===== config.mk =====
export PLATFORM = sky130hd
export DESIGN_NAME = qrs_window_max_thr_flat
export DESIGN_NICKNAME = d
export VERILOG_FILES = /design/src/rtl/qrs_window_max_thr_if.sv /design/src/rtl/qrs_window_max_thr.sv /design/src/flat_wrapper.sv
export SDC_FILE = /design/constraint.sdc
export NUM_CORES = 1
export LEC_CHECK = 0
export BUFFER_PORTS_ARGS = -buffer_cell sky130_fd_sc_hd__buf_2
export CAP_MARGIN = 15
export CORE_MARGIN = 1
export CORE_UTILIZATION = 63
export DETAILED_ROUTE_END_ITERATION = 16
export PLACE_DENSITY = 0.88
export SKIP_LAST_GASP = 1
export SYNTH_ARGS = -nofsm -noshare
export SYNTH_HDL_FRONTEND = slang
export SYNTH_SLANG_ARGS = --single-unit

===== constraint.sdc =====
create_clock -name clk3 -period 8.5 [get_ports clk3]
set_input_delay 0.85 -clock clk3 [delete_from_list [all_inputs] [get_ports clk3]]
set_output_delay 0.85 -clock clk3 [all_outputs]
set_load 0.05 [all_outputs]

===== src/rtl/qrs_window_max_thr_if.sv =====
// Sample/result bundle for the QRS windowed-max threshold tracker.
// The master drives cd3 samples and restarts; the slave returns window results.
interface qrs_window_max_thr_if #(
    parameter int DW   = 16,
    parameter int IDXW = 10
);
    logic            din_valid;
    logic [DW-1:0]   cd3;
    logic            win_restart;
    logic            enable;
    logic            win_done;
    logic [DW-1:0]   maxval;
    logic [IDXW-1:0] max_idx;
    logic [DW-1:0]   thr;

    modport master (
        output din_valid, cd3, win_restart,
        input  enable, win_done, maxval, max_idx, thr
    );

    modport slave (
        input  din_valid, cd3, win_restart,
        output enable, win_done, maxval, max_idx, thr
    );
endinterface


===== src/rtl/qrs_window_max_thr.sv =====
// Windowed peak / threshold tracker over the cd3 stream, one result per WIN samples.
// Optional macro QRS_THR_AVG_EN: thr becomes an exponential average of window thresholds.
module qrs_window_max_thr #(
    parameter int DW        = 16,
    parameter int WIN       = 800,
    parameter int IDXW      = 10,
    parameter int THR_NUM   = 5,
    parameter int THR_SHIFT = 3,
    parameter int SIGNED    = 0,
    parameter int AVG_SHIFT = 2
) (
    input  logic                 clk3,
    input  logic                 rst_n,
    qrs_window_max_thr_if.slave  bus
);
    // One guard bit above DW+4 lets unsigned and signed modes share signed math.
    localparam int PW = DW + 5;
    localparam logic [IDXW-1:0]      LAST   = IDXW'(WIN - 1);
    localparam logic signed [PW-1:0] NUM_W  = PW'(THR_NUM);
    localparam logic signed [PW-1:0] SAT_HI = (SIGNED != 0) ?
        {{6{1'b0}}, {(DW-1){1'b1}}} : {{5{1'b0}}, {DW{1'b1}}};
    localparam logic signed [PW-1:0] SAT_LO = (SIGNED != 0) ?
        {{6{1'b1}}, {(DW-1){1'b0}}} : '0;

    logic [IDXW-1:0] cnt, run_idx;
    logic [DW-1:0]   run_max;
    logic            enable_q, done_q;
    logic [DW-1:0]   maxval_q, thr_q;
    logic [IDXW-1:0] idx_q;

    logic            first, take, complete;
    logic [DW-1:0]   new_max;
    logic [IDXW-1:0] new_idx, cnt_nxt;
    logic signed [PW-1:0] ext, prod, shf;
    logic [DW-1:0]   scaled, thr_nxt;

    function automatic logic gt(input logic [DW-1:0] a, input logic [DW-1:0] b);
        if (SIGNED != 0) return $signed(a) > $signed(b);
        else             return a > b;
    endfunction

    always_comb begin
        // A restart or a window start forces the sample in, so no stale max survives.
        first    = (cnt == '0) || bus.win_restart;
        take     = first || gt(bus.cd3, run_max);
        new_max  = take ? bus.cd3 : run_max;
        new_idx  = bus.win_restart ? '0 : (take ? cnt : run_idx);
        complete = bus.din_valid && !bus.win_restart && (cnt == LAST);

        cnt_nxt = cnt;
        if (bus.win_restart)
            cnt_nxt = (bus.din_valid && WIN > 1) ? IDXW'(1) : '0;
        else if (bus.din_valid)
            cnt_nxt = (cnt == LAST) ? '0 : cnt + 1'b1;
    end

    always_comb begin
        ext  = (SIGNED != 0) ? {{5{new_max[DW-1]}}, new_max} : {5'b0, new_max};
        prod = ext * NUM_W;
        shf  = prod >>> THR_SHIFT;
        if (shf > SAT_HI)      scaled = SAT_HI[DW-1:0];
        else if (shf < SAT_LO) scaled = SAT_LO[DW-1:0];
        else                   scaled = shf[DW-1:0];
    end

`ifdef QRS_THR_AVG_EN
    // thr_q doubles as the average register; enable_q low marks the first window.
    logic signed [DW:0] avg_x, scl_x, diff, step, sum;
    always_comb begin
        avg_x   = (SIGNED != 0) ? {thr_q[DW-1], thr_q} : {1'b0, thr_q};
        scl_x   = (SIGNED != 0) ? {scaled[DW-1], scaled} : {1'b0, scaled};
        diff    = scl_x - avg_x;
        step    = diff >>> AVG_SHIFT;
        sum     = avg_x + step;
        thr_nxt = enable_q ? sum[DW-1:0] : scaled;
    end
`else
    always_comb thr_nxt = scaled;
`endif

    always_ff @(posedge clk3 or negedge rst_n) begin
        if (!rst_n) begin
            cnt      <= '0;
            run_max  <= '0;
            run_idx  <= '0;
            enable_q <= 1'b0;
            done_q   <= 1'b0;
            maxval_q <= '0;
            idx_q    <= '0;
            thr_q    <= '0;
        end else begin
            cnt    <= cnt_nxt;
            done_q <= complete;
            if (bus.din_valid) begin
                run_max <= new_max;
                run_idx <= new_idx;
            end
            if (complete) begin
                maxval_q <= new_max;
                idx_q    <= new_idx;
                thr_q    <= thr_nxt;
                enable_q <= 1'b1;
            end
        end
    end

    assign bus.enable   = enable_q;
    assign bus.win_done = done_q;
    assign bus.maxval   = maxval_q;
    assign bus.max_idx  = idx_q;
    assign bus.thr      = thr_q;
endmodule


===== src/flat_wrapper.sv =====
// flat-port wrapper written by rule: the top's interface ports become plain ports
module qrs_window_max_thr_flat 
#(
    parameter int DW        = 16,
    parameter int WIN       = 800,
    parameter int IDXW      = 10,
    parameter int THR_NUM   = 5,
    parameter int THR_SHIFT = 3,
    parameter int SIGNED    = 0,
    parameter int AVG_SHIFT = 2
)
  (clk3, rst_n, bus_din_valid, bus_cd3, bus_win_restart, bus_enable, bus_win_done, bus_maxval, bus_max_idx, bus_thr);
  qrs_window_max_thr_if #(.DW(DW), .IDXW(IDXW)) bus_i ();
  input  logic clk3;
  input  logic rst_n;
  input wire logic [$bits(bus_i.din_valid)-1:0] bus_din_valid;
  input wire logic [$bits(bus_i.cd3)-1:0] bus_cd3;
  input wire logic [$bits(bus_i.win_restart)-1:0] bus_win_restart;
  output wire logic [$bits(bus_i.enable)-1:0] bus_enable;
  output wire logic [$bits(bus_i.win_done)-1:0] bus_win_done;
  output wire logic [$bits(bus_i.maxval)-1:0] bus_maxval;
  output wire logic [$bits(bus_i.max_idx)-1:0] bus_max_idx;
  output wire logic [$bits(bus_i.thr)-1:0] bus_thr;
  assign bus_i.din_valid = bus_din_valid;
  assign bus_i.cd3 = bus_cd3;
  assign bus_i.win_restart = bus_win_restart;
  assign bus_enable = bus_i.enable;
  assign bus_win_done = bus_i.win_done;
  assign bus_maxval = bus_i.maxval;
  assign bus_max_idx = bus_i.max_idx;
  assign bus_thr = bus_i.thr;
  qrs_window_max_thr #(.DW(DW), .WIN(WIN), .IDXW(IDXW), .THR_NUM(THR_NUM), .THR_SHIFT(THR_SHIFT), .SIGNED(SIGNED), .AVG_SHIFT(AVG_SHIFT)) u_core (.clk3(clk3), .rst_n(rst_n), .bus(bus_i));
endmodule

==> results of run 1 <==
[cell type report]
| class | count | share of cell area, % |
|---|---|---|
| multi-input combinational | 330 | 47.9 |
| sequential | 80 | 37.9 |
| timing repair buffer | 65 | 6.30 |
| clock buffer | 9 | 2.34 |
| tap | 99 | 2.34 |
| inverter | 25 | 1.78 |
| clock inverter | 7 | 1.47 |
[synthesized netlist by cell type (10+ instances only)]
cell type / instances
dfrtp_1: 80
nand2_1: 57
ha_1: 45
o21ai_1: 32
inv_1: 24
mux2_4: 22
a21oi_1: 21
mux2_1: 21
nor2_1: 16
nand3_1: 12
nand2b_1: 11
o21ai_0: 10
[through the flow]
stage,cells,hold slack [ns],worst slack (ns)
2_1_floorplan,450,0.455,3.62
4_1_cts,615,0.474,3.16
3_3_place_gp,599,0.444,3.05
3_5_place_dp,599,0.454,2.85
6_report,615,0.467,3.13
5_1_grt,615,0.498,2.94
[path summary, 6_finish.rpt]
kind / slack, ns / end / start / depth (start not counted)
setup / recovery: 3.13 / u_core.bus.thr[8] / bus_cd3[14] / 18
hold / removal: 0.47 / u_core.bus.enable / u_core.bus.enable / 1
hold reg to reg: 0.47 / u_core.bus.enable / u_core.bus.enable / 1
setup reg to reg: 3.34 / u_core.bus.thr[8] / u_core.cnt[0] / 17
min in group asynchronous: 0.65 / u_core.bus.thr[0] / rst_n / 1
max in group asynchronous: 7.22 / u_core.bus.maxval[8] / rst_n / 1
[state kept, by name (all words and copies together) (netlist names)]
signal,count
u_core.bus.enable,1
u_core.bus.max_idx,10
u_core.bus.maxval,16
u_core.bus.thr,16
u_core.bus.win_done,1
u_core.cnt,10
u_core.run_idx,10
u_core.run_max,16
[power by group]
part / internal (mW) / total, mW / switching, mW / leakage, nW
clock: 0.139 / 0.290 / 0.150 / 0.101
sequential: 0.396 / 0.410 / 0.0142 / 1.08
combinational: 0.129 / 0.303 / 0.174 / 1.54
total: 0.664 / 1.00 / 0.339 / 2.72
[layer usage]
metal	part of all wire [%]	vias to the layer above	GRT usage (%)	wire length, µm
li1	-	1719	-	-
met1	46	1727	35.7	4640
met2	48	116	45.7	4920
met3	3.7	26	4.48	379
met4	2.4	0	12.5	241
met5	0	-	0	0
[cells by family after synthesis]
| group | count (synthesis) | share of synthesized area, % |
|---|---|---|
| and+or+nand+nor | 127 | 13.4 |
| AOI/OAI and AO/OA | 93 | 11.8 |
| DFF | 80 | 42.5 |
| muxes | 51 | 13.8 |
| adders and majority gates | 46 | 12.4 |
| buffers and inverters | 40 | 3.74 |
| xor gates and xnor gates | 13 | 2.42 |
[worst max-delay path, stage by stage]
cell,delay (ns)
buf_2,0.12
ha_1,0.33
a21oi_1,0.17
nand2_1,0.07
a21o_1,0.17
o31a_2,0.42
nor2_4,0.63
mux2_1,0.44
ha_1,0.32
inv_1,0.06
fa_1,0.46
nand2b_1,0.16
a21oi_1,0.33
a21oi_1,0.14
o21bai_1,0.25
a21oi_1,0.14
or4b_1,0.52
nand3_1,0.08
==> qor.yml, run 1 <==
cts:
  path_clk_slew_ns: 0.09
  post_cts_resized: 0
  htreeDepth: 3
  clk_latency_ns: 0.36
  hold_buffers: 0
  clock_path_buffers: 2
  numCtsBuffers: 9
  post_cts_buffers: 0
  root_buffer: "clkbuf_8"
  numClockSinks: 80
  cts_tree: "built"
route:
  vias: 3588
  drc: 0
  routed_via_density: 5.83
  drtIter0Drc: 240
  avgRoutedWirePerCell_um: 16.6
  drtAntennaViolNets: 0
  first_pass_iters: 5
  finalWirelength_mm: 10.2
timing:
  slew_headroom_pct: 33.8
  max_freq_mhz: 186
  min_period_ns: 5.37
  setup-tns-final_ns: 0
  finalCritPeriodShare_pct: 63.2
  setup_viol: 0
  rsz0062_at_grt: "false"
  report.final.slew_viol_count: 0
  tightest_slew_ns: 0.993
  fin_worst_skew_ns: 0.00834
  finalHoldViolations: 0
layout:
  regArea_um2: 2000
  fillers: 511
  multi_input_area_um2: 2530
  design_area_um2: 5290
  drive_gt1_share_pct: 22.1
  final_util_pct: 72.9
  n_antenna_cell: 0
  layout_commonest_cell: "dfrtp_1"
  final_nets: 577
  final_cell_mix: "dfrtp_1 (80), buf_2 (62), nand2_1 (57)"
  areaGrowthSynthToFinish_pct: 12.2
grt:
  grt_pass1_vias: 3499
  grt_antenna_before_repair: 0
  grt_max_degree: 81
  grt_overflow: 0
  grt_pass1_wl_mm: 16.4
  track_usage_pct: 27.6
critical_path:
  worst_setup_path_end_kind: "flip-flop"
  crit_fanout: 22
  crit_type: "input port to flip-flop"
  cp-start-kind: "input port"
  crit_arrival_ns: 5.67
  required_ns: 8.80
synth:
  syn_nets: 516
  ys_types: 50
  synth_seq_cells: 80
  syn_avg_cell_area_um2: 10.5
  synth_area_leaders: "dfrtp_1 (42%), ha_1 (12%), mux2_4 (7.0%)"
  yosysTopAreaCell: "dfrtp_1"
  ys.flop_type: "dfrtp_1"
  synth-async-reset-ratio_pct: 100
  synth_edf_count: 0
  synth_top_area_share_pct: 42.5
  netlist_area_um2: 4710
  synth_warnings: 0
  syn-instance-count: 450
  ys_seq_area_share_pct: 42.5
power_and_ir_drop:
  peakVddDrop_uv: 117
  power_density_nw_per_um2: 190
  leakage_nw: 2.72
  fin_total_pwr_mw: 1.00
floorplan:
  io_pins: 64
  start_util_pct: 64.9
  die_w_um: 88.5
  rows: 31
  fp.dieH_um: 88.5
  die-area_um2: 7830
  design.core.area_um2: 7250
place:
  portBuffers: 63
  hpwl_mm: 7.50
  placed_cell_area_um2: 5080
  gp_congestion: 0.916
status:
  status: "complete, no violations"
min_path:
  hold_class: "flip-flop to flip-flop"
job:
  max_cap_viol_count: 0
(Power assumes the default switching activity.)
==> run 2: changes to the inputs <==
CORE_UTILIZATION = 52   (was 63)
PLACE_DENSITY = 0.78   (was 0.88)
clock period = 4.6 ns   (was 8.5 ns; I/O delays follow)
==> run 2 against run 1 <==
Compared with the run above:
- cell area increased by 2.2%
- clock skew fell by 0.0015 ns
- flip-flop and latch count stayed put
- non-clock buffer count grew 12
- critical endpoint is now u_core.bus.thr[15]
- cell count grew 3.1%
- sequential share of layout area is 0.82 points lower
- clock-buffer cell count is 1 higher
- register-to-register slack got worse by 3.2 ns
- critical path depth stayed put
- via count is 0.56% lower
- total power up 85%
==> qor.yml, run 2 (synthesis gave the netlist of run 1 again) <==
status:
  status: "complete, no violations"  # unchanged
critical_path:
  r2r_cells: 18  # was 17
  crit_chain: "inv_1 > ha_1 > nor2b_1 > o21ai_0 > a21boi_2 > o31a_2 > nor2_4 > buf_8 > mux2_4 > ha_1 > ha_1 > a21o_1 > a221o_1 > a21oi_1 > o21ai_1 > a211o_1 > o21ai_0 > a21oi_1"  # was buf_2 > ha_1 > a21oi_1 > nand2_1 > a21o_1 > o31a_2 > nor2_4 > mux2_1 > ha_1 > inv_1 > fa_1 > nand2b_1 > a21oi_1 > a21oi_1 > o21bai_1 > a21oi_1 > or4b_1 > nand3_1
  crit_type: "flip-flop to flip-flop"  # was input port to flip-flop
  setup.worst_path.end: "u_core.bus.thr[15]"  # was u_core.bus.thr[8]
  worst_setup_path_end_kind: "flip-flop"  # unchanged
  r2r_end: "u_core.bus.thr[15]"  # was u_core.bus.thr[8]
  cpPeakStageDelay_ns: 0.39  # was 0.63 ns
  timing.rr.start: "u_core.run_max[1]"  # was u_core.cnt[0]
  critPathLaunch: "u_core.run_max[1]"  # was bus_cd3[14]
  crit_slowest_cell: "o31a_2"  # was nor2_4
  crit_arrival_ns: 4.64  # was 5.67 ns
  r2r_slack_ns: 0.18  # was 3.34 ns
  cp-start-kind: "flip-flop"  # was input port
  crit_fanout: 15  # was 22
  required_ns: 4.82  # was 8.80 ns
  crit_top_cell: "ha_1"  # was a21oi_1
route:
  drtAntennaViolNets: 0  # unchanged
  routed_via_density: 5.63  # was 5.83
  vias: 3568  # was 3588
  avgRoutedWirePerCell_um: 15.9  # was 16.6 µm
  drc: 0  # unchanged
  first_pass_iters: 4  # was 5
  drtIter0Drc: 125  # was 240
  finalWirelength_mm: 10.1  # was 10.2 mm
timing:
  setup_viol: 0  # unchanged
  finalHoldViolations: 0  # unchanged
  setup-tns-final_ns: 0  # unchanged
  max_freq_mhz: 226
  tightest_slew_ns: 1.00  # was 0.993 ns
  fin_worst_skew_ns: 0.00682  # was 0.00834 ns
  hold_slack_ns: 0.267  # was 0.467 ns
  finalCritPeriodShare_pct: 96.0
  min_period_ns: 4.42
  timing.final.ws_setup_ns: 0.184  # was 3.13 ns
  rsz0062_at_grt: "true"  # was false
  report.final.slew_viol_count: 0  # unchanged
  slew_headroom_pct: 33.3  # was 33.8%
power_and_ir_drop:
  p_seq_share_pct: 40.7  # was 40.9%
  power_density_nw_per_um2: 344  # was 190 nW/µm²
  peakVddDrop_uv: 145  # was 117 µV
  leakage_nw: 2.77  # was 2.72 nW
  p_comb_share_pct: 32.7  # was 30.2%
  p_sw_share_pct: 32.7  # was 33.8%
  fin_total_pwr_mw: 1.86  # was 1.00 mW
  power.switching_mw: 0.608  # was 0.339 mW
  clkPwrFrac_pct: 26.6  # was 28.9%
  p_int_mw: 1.25  # was 0.664 mW
floorplan:
  io_pins: 64  # unchanged
  design.core.area_um2: 8760  # was 7250 µm²
  fp.dieH_um: 97.2  # was 88.5 µm
  rows: 34  # was 31
  die-area_um2: 9440  # was 7830 µm²
  start_util_pct: 53.8  # was 64.9%
  die_w_um: 97.2  # was 88.5 µm
layout:
  regArea_um2: 2000  # unchanged
  fillers: 718  # was 511
  layout_commonest_cell: "dfrtp_1"  # unchanged
  final_nets: 589  # was 577
  areaGrowthSynthToFinish_pct: 14.7  # was 12.2%
  multi_input_area_um2: 2570  # was 2530 µm²
  n_antenna_cell: 0  # unchanged
  drive_gt1_share_pct: 24.3  # was 22.1%
  design_area_um2: 5400  # was 5290 µm²
  final_cell_mix: "dfrtp_1 (80), buf_2 (62), nand2_1 (57)"  # unchanged
min_path:
  hold_class: "input port to async pin"  # was flip-flop to flip-flop
place:
  placed_cell_area_um2: 5160  # was 5080 µm²
  portBuffers: 63  # unchanged
  dpl_worst_slack_ns: -0.0984  # was 2.85 ns
  hpwl_mm: 7.43  # was 7.50 mm
  gp_congestion: 0.832  # was 0.916
cts:
  numCtsBuffers: 9  # unchanged
  root_buffer: "clkbuf_8"  # unchanged
  numClockSinks: 80  # unchanged
  clk_latency_ns: 0.36  # about the same
  htreeDepth: 3  # unchanged
  cts_tree: "built"  # unchanged
  path_clk_slew_ns: 0.08  # was 0.09 ns
  clock_path_buffers: 2  # unchanged
  hold_buffers: 0  # unchanged
grt:
  track_usage_pct: 22.0  # was 27.6%
  grt_overflow: 0  # unchanged
  grt_pass1_wl_mm: 16.8  # was 16.4 mm
  grt_antenna_before_repair: 0  # unchanged
  grt_pass1_vias: 3480  # was 3499
  grt_max_degree: 81  # unchanged
job:
  max_cap_viol_count: 0  # unchanged
[run 2: changes by cell type in the layout (fill, tap and decap cells not counted)]
cell,change
o21ai_1,+1
buf_8,+1
a21oi_2,+2
fa_2,+1
clkbuf_1,+1
clkinv_2,+1
fa_1,-1
a21oi_1,-2
o21ai_0,-1
ha_1,-2
ha_4,+2
buf_4,+11
inv_6,-4
[run 2: power by group through the flow]
stage / clock network (mW) / logic (mW) / registers, mW
after floorplan: 0 / 0.423 / 0.763
after global placement: 0 / 0.546 / 0.768
after detailed placement: 0 / 0.572 / 0.770
after CTS: 0.499 / 0.582 / 0.756
after global routing: 0.528 / 0.670 / 0.760
final: 0.493 / 0.607 / 0.756
[run 2: layout make-up]
cell class	instances	area share (%)
multi-input combinational	330	47.5
sequential	80	37.0
timing repair buffer	77	7.96
tap	108	2.50
clock buffer	10	2.36
inverter	25	1.74
clock inverter	4	0.880
[run 2: how the worst min path moves through the flow]
| stage | start | endpoint | slack [ns] | cells after the start |
|---|---|---|---|---|
| 4_1_cts | rst_n | u_core.bus.max_idx[2] | 0.31 | 1 |
| 3_3_place_gp | u_core.bus.enable | u_core.bus.enable | 0.44 | 1 |
| 5_1_grt | bus_cd3[5] | u_core.run_max[5] | 0.36 | 2 |
| 3_5_place_dp | u_core.bus.enable | u_core.bus.enable | 0.45 | 1 |
| 2_1_floorplan | rst_n | u_core.bus.enable | 0.16 | 0 |
| 6_report | rst_n | u_core.bus.max_idx[2] | 0.27 | 1 |
[run 2: stage by stage]
| stage | utilization [%] | cells |
|---|---|---|
| floorplan | - | 450 |
| global placement | 58.9 | 617 |
| detailed placement | 58.9 | 617 |
| CTS | 60.9 | 631 |
| global route | 61.7 | 634 |
| finish | 61.7 | 634 |
[run 2: repair_timing]
action | CTS | global route
setup buffers | 0 | 3
endpoints found under the setup margin | 0 | 9
resized for setup | 0 | 8
[run 2: critical path: cells and delay by family, from the launching register on]
kind,cells,cell delay [ns]
adders and majority gates,3,0.95
muxes,1,0.35
and+or+nand+nor,2,0.34
AOI/OAI and AO/OA,10,2.02
buffers and inverters,2,0.27
DFF,1,0.37
[run 2: metal layers]
metal / up-vias / part of all wire (%) / GRT usage (%) / wire (µm)
met2: 92 / 47 / 34.8 / 4780
met4: 0 / 2.0 / 8.61 / 200
met1: 1716 / 46 / 30.7 / 4660
li1: 1739 / - / - / -
met3: 21 / 4.3 / 3.17 / 435
met5: - / 0 / 0 / 0
==> run 3: changes to the inputs <==
GPL_TIMING_DRIVEN = 0   (was unset)
==> run 3 against run 2 <==
Compared with the run above:
- register-to-register slack lost 0.09 ns
- maximum frequency shrank 2.1%
- critical path depth grew 2
- largest power group unchanged
- highest routed layer unchanged
- critical endpoint is now u_core.bus.thr[8]
==> qor.yml, run 3 (synthesis gave the netlist of run 1 again) <==
floorplan:
  start_util_pct: 53.8  # unchanged
  fp.dieH_um: 97.2  # unchanged
  rows: 34  # unchanged
  design.core.area_um2: 8760  # unchanged
  die_w_um: 97.2  # unchanged
  die-area_um2: 9440  # unchanged
  io_pins: 64  # unchanged
grt:
  grt_pass1_vias: 3676  # was 3480
  grt_pass1_wl_mm: 17.4  # was 16.8 mm
  grt_max_degree: 51  # was 81
  grt_overflow: 0  # unchanged
  grt_antenna_before_repair: 0  # unchanged
  track_usage_pct: 22.9  # was 22.0%
cts:
  numClockSinks: 80  # unchanged
  hold_buffers: 0  # unchanged
  clk_latency_ns: 0.37  # was 0.36 ns
  clock_path_buffers: 2  # unchanged
  htreeDepth: 3  # unchanged
  numCtsBuffers: 9  # unchanged
  path_clk_slew_ns: 0.08  # about the same
  cts_tree: "built"  # unchanged
  root_buffer: "clkbuf_8"  # unchanged
critical_path:
  required_ns: 4.89  # was 4.82 ns
  r2r_end: "u_core.bus.thr[8]"  # was u_core.bus.thr[15]
  cpPeakStageDelay_ns: 0.52  # was 0.39 ns
  crit_slowest_cell: "or4b_4"  # was o31a_2
  cp_num_cells: 20  # was 18
  crit_chain: "inv_1 > ha_4 > nand4_4 > nor4_4 > a21boi_2 > o31a_4 > nor2_4 > buf_12 > mux2_4 > ha_1 > ha_2 > inv_1 > fa_2 > nand2b_1 > a21oi_2 > a21oi_1 > o21bai_1 > a21oi_2 > or4b_4 > nand3_2"  # was inv_1 > ha_1 > nor2b_1 > o21ai_0 > a21boi_2 > o31a_2 > nor2_4 > buf_8 > mux2_4 > ha_1 > ha_1 > a21o_1 > a221o_1 > a21oi_1 > o21ai_1 > a211o_1 > o21ai_0 > a21oi_1
  cp_num_buf_inv: 3  # was 2
  worst_setup_path_end_kind: "flip-flop"  # unchanged
  r2r_slack_ns: 0.09  # was 0.18 ns
  timing.rr.start: "u_core.run_max[12]"  # was u_core.run_max[1]
  crit_fanout: 9  # was 15
  crit_arrival_ns: 4.80  # was 4.64 ns
  path_delay_family: "simple AND/OR/NAND/NOR gates"  # was compound AO/OA/AOI/OAI gates
  cp-start-kind: "flip-flop"  # unchanged
  crit_type: "flip-flop to flip-flop"  # unchanged
  r2r_cells: 20  # was 18
job:
  max_cap_viol_count: 0  # unchanged
timing:
  min_period_ns: 4.51  # was 4.42 ns
  finalCritPeriodShare_pct: 98.0  # was 96.0%
  fin_worst_skew_ns: 0.0178  # was 0.00682 ns
  hold_slack_ns: 0.0211  # was 0.267 ns
  report.final.slew_viol_count: 0  # unchanged
  finalHoldViolations: 0  # unchanged
  timing.final.ws_setup_ns: 0.0906  # was 0.184 ns
  slew_headroom_pct: 61.0  # was 33.3%
  setup-tns-final_ns: 0  # unchanged
  setup_viol: 0  # unchanged
  max_freq_mhz: 222  # was 226 MHz
  tightest_slew_ns: 0.583  # was 1.00 ns
min_path:
  hold_class: "input port to async pin"  # unchanged
power_and_ir_drop:
  fin_total_pwr_mw: 1.92  # was 1.86 mW
  power_density_nw_per_um2: 340  # was 344 nW/µm²
  peakVddDrop_uv: 185  # was 145 µV
  leakage_nw: 2.85  # was 2.77 nW
place:
  gp_congestion: 0.840  # was 0.832
  dpl_worst_slack_ns: -0.521  # was -0.0984 ns
  hpwl_mm: 7.78  # was 7.43 mm
  portBuffers: 63  # unchanged
layout:
  final_util_pct: 64.5  # was 61.7%
  final_nets: 608  # was 589
  layout_commonest_cell: "dfrtp_1"  # unchanged
  areaGrowthSynthToFinish_pct: 20.0  # was 14.7%
  final_cell_mix: "dfrtp_1 (80), buf_2 (65), nand2_1 (56)"  # was dfrtp_1 (80), buf_2 (62), nand2_1 (57)
  drive_gt1_share_pct: 28.4  # was 24.3%
  n_antenna_cell: 0  # unchanged
route:
  drc: 0  # unchanged
  drtAntennaViolNets: 0  # unchanged
  first_pass_iters: 4  # unchanged
  drtIter0Drc: 157  # was 125
  routed_via_density: 5.61  # was 5.63
  finalWirelength_mm: 10.9  # was 10.1 mm
  vias: 3666  # was 3568
  avgRoutedWirePerCell_um: 16.7  # was 15.9 µm
status:
  status: "complete, no violations"  # unchanged
==> run 3: changes by cell type in the layout (fill, tap and decap cells not counted), sizes merged <==
cell	delta
buf	+10
bufinv	-1
clkbuf	+9
clkinv	+1
clkinvlp	+1
==> run 3: where the power goes <==
group,leakage (nW),internal [mW],switching [mW],total [mW]
Combinational,1.69,0.318,0.375,0.693
Sequential,1.08,0.732,0.0243,0.756
Clock,0.0841,0.207,0.263,0.470
Total,2.85,1.26,0.662,1.92
==> run 3: area by class of cell <==
| class | instances | area [µm²] |
|---|---|---|
| Buffer | 14 | 80.1 |
| Clock buffer | 10 | 138 |
| Clock inverter | 5 | 33.8 |
| Fill cell | 677 | 3110 |
| Inverter | 25 | 93.8 |
| Multi-Input combinational cell | 330 | 2680 |
| Sequential cell | 80 | 2000 |
| Tap cell | 108 | 135 |
| Timing Repair Buffer | 82 | 493 |
==> run 3: how the worst max path moves through the flow <==
stage               slack (ns)          startpoint                 end
finish                    0.09  u_core.run_max[12]   u_core.bus.thr[8]
global placement         -0.43         bus_cd3[14]   u_core.bus.thr[8]
detailed placement       -0.52         bus_cd3[14]   u_core.bus.thr[8]
CTS                       0.02   u_core.run_max[5]  u_core.bus.thr[14]
global route             -0.06  u_core.run_max[13]  u_core.bus.thr[14]
floorplan                 0.11         bus_cd3[14]   u_core.bus.thr[8]
==> run 3: what timing repair did <==
| item | 4_1_cts | 5_1_grt |
|---|---|---|
| endpoints found under the setup margin | 3 | 7 |
| pin swaps | 5 | 13 |
| gates resized for setup | 4 | 24 |
| gates cloned | 0 | 0 |
| setup buffers | 8 | 10 |
==> run 3: stage by stage <==
stage / instances / cell area [µm²]
4_1_cts: 645 / 5460
3_5_place_dp: 622 / 5190
3_3_place_gp: 621 / 5160
6_report: 654 / 5650
5_1_grt: 654 / 5650
2_1_floorplan: 450 / 4710
==> run 3: metal layers <==
metal,up-vias,track usage [%],wire (µm)
met5,-,0,0
met4,0,7.81,132
met3,19,4.10,443
met2,88,37.0,5360
met1,1778,31.1,4980
li1,1781,-,-
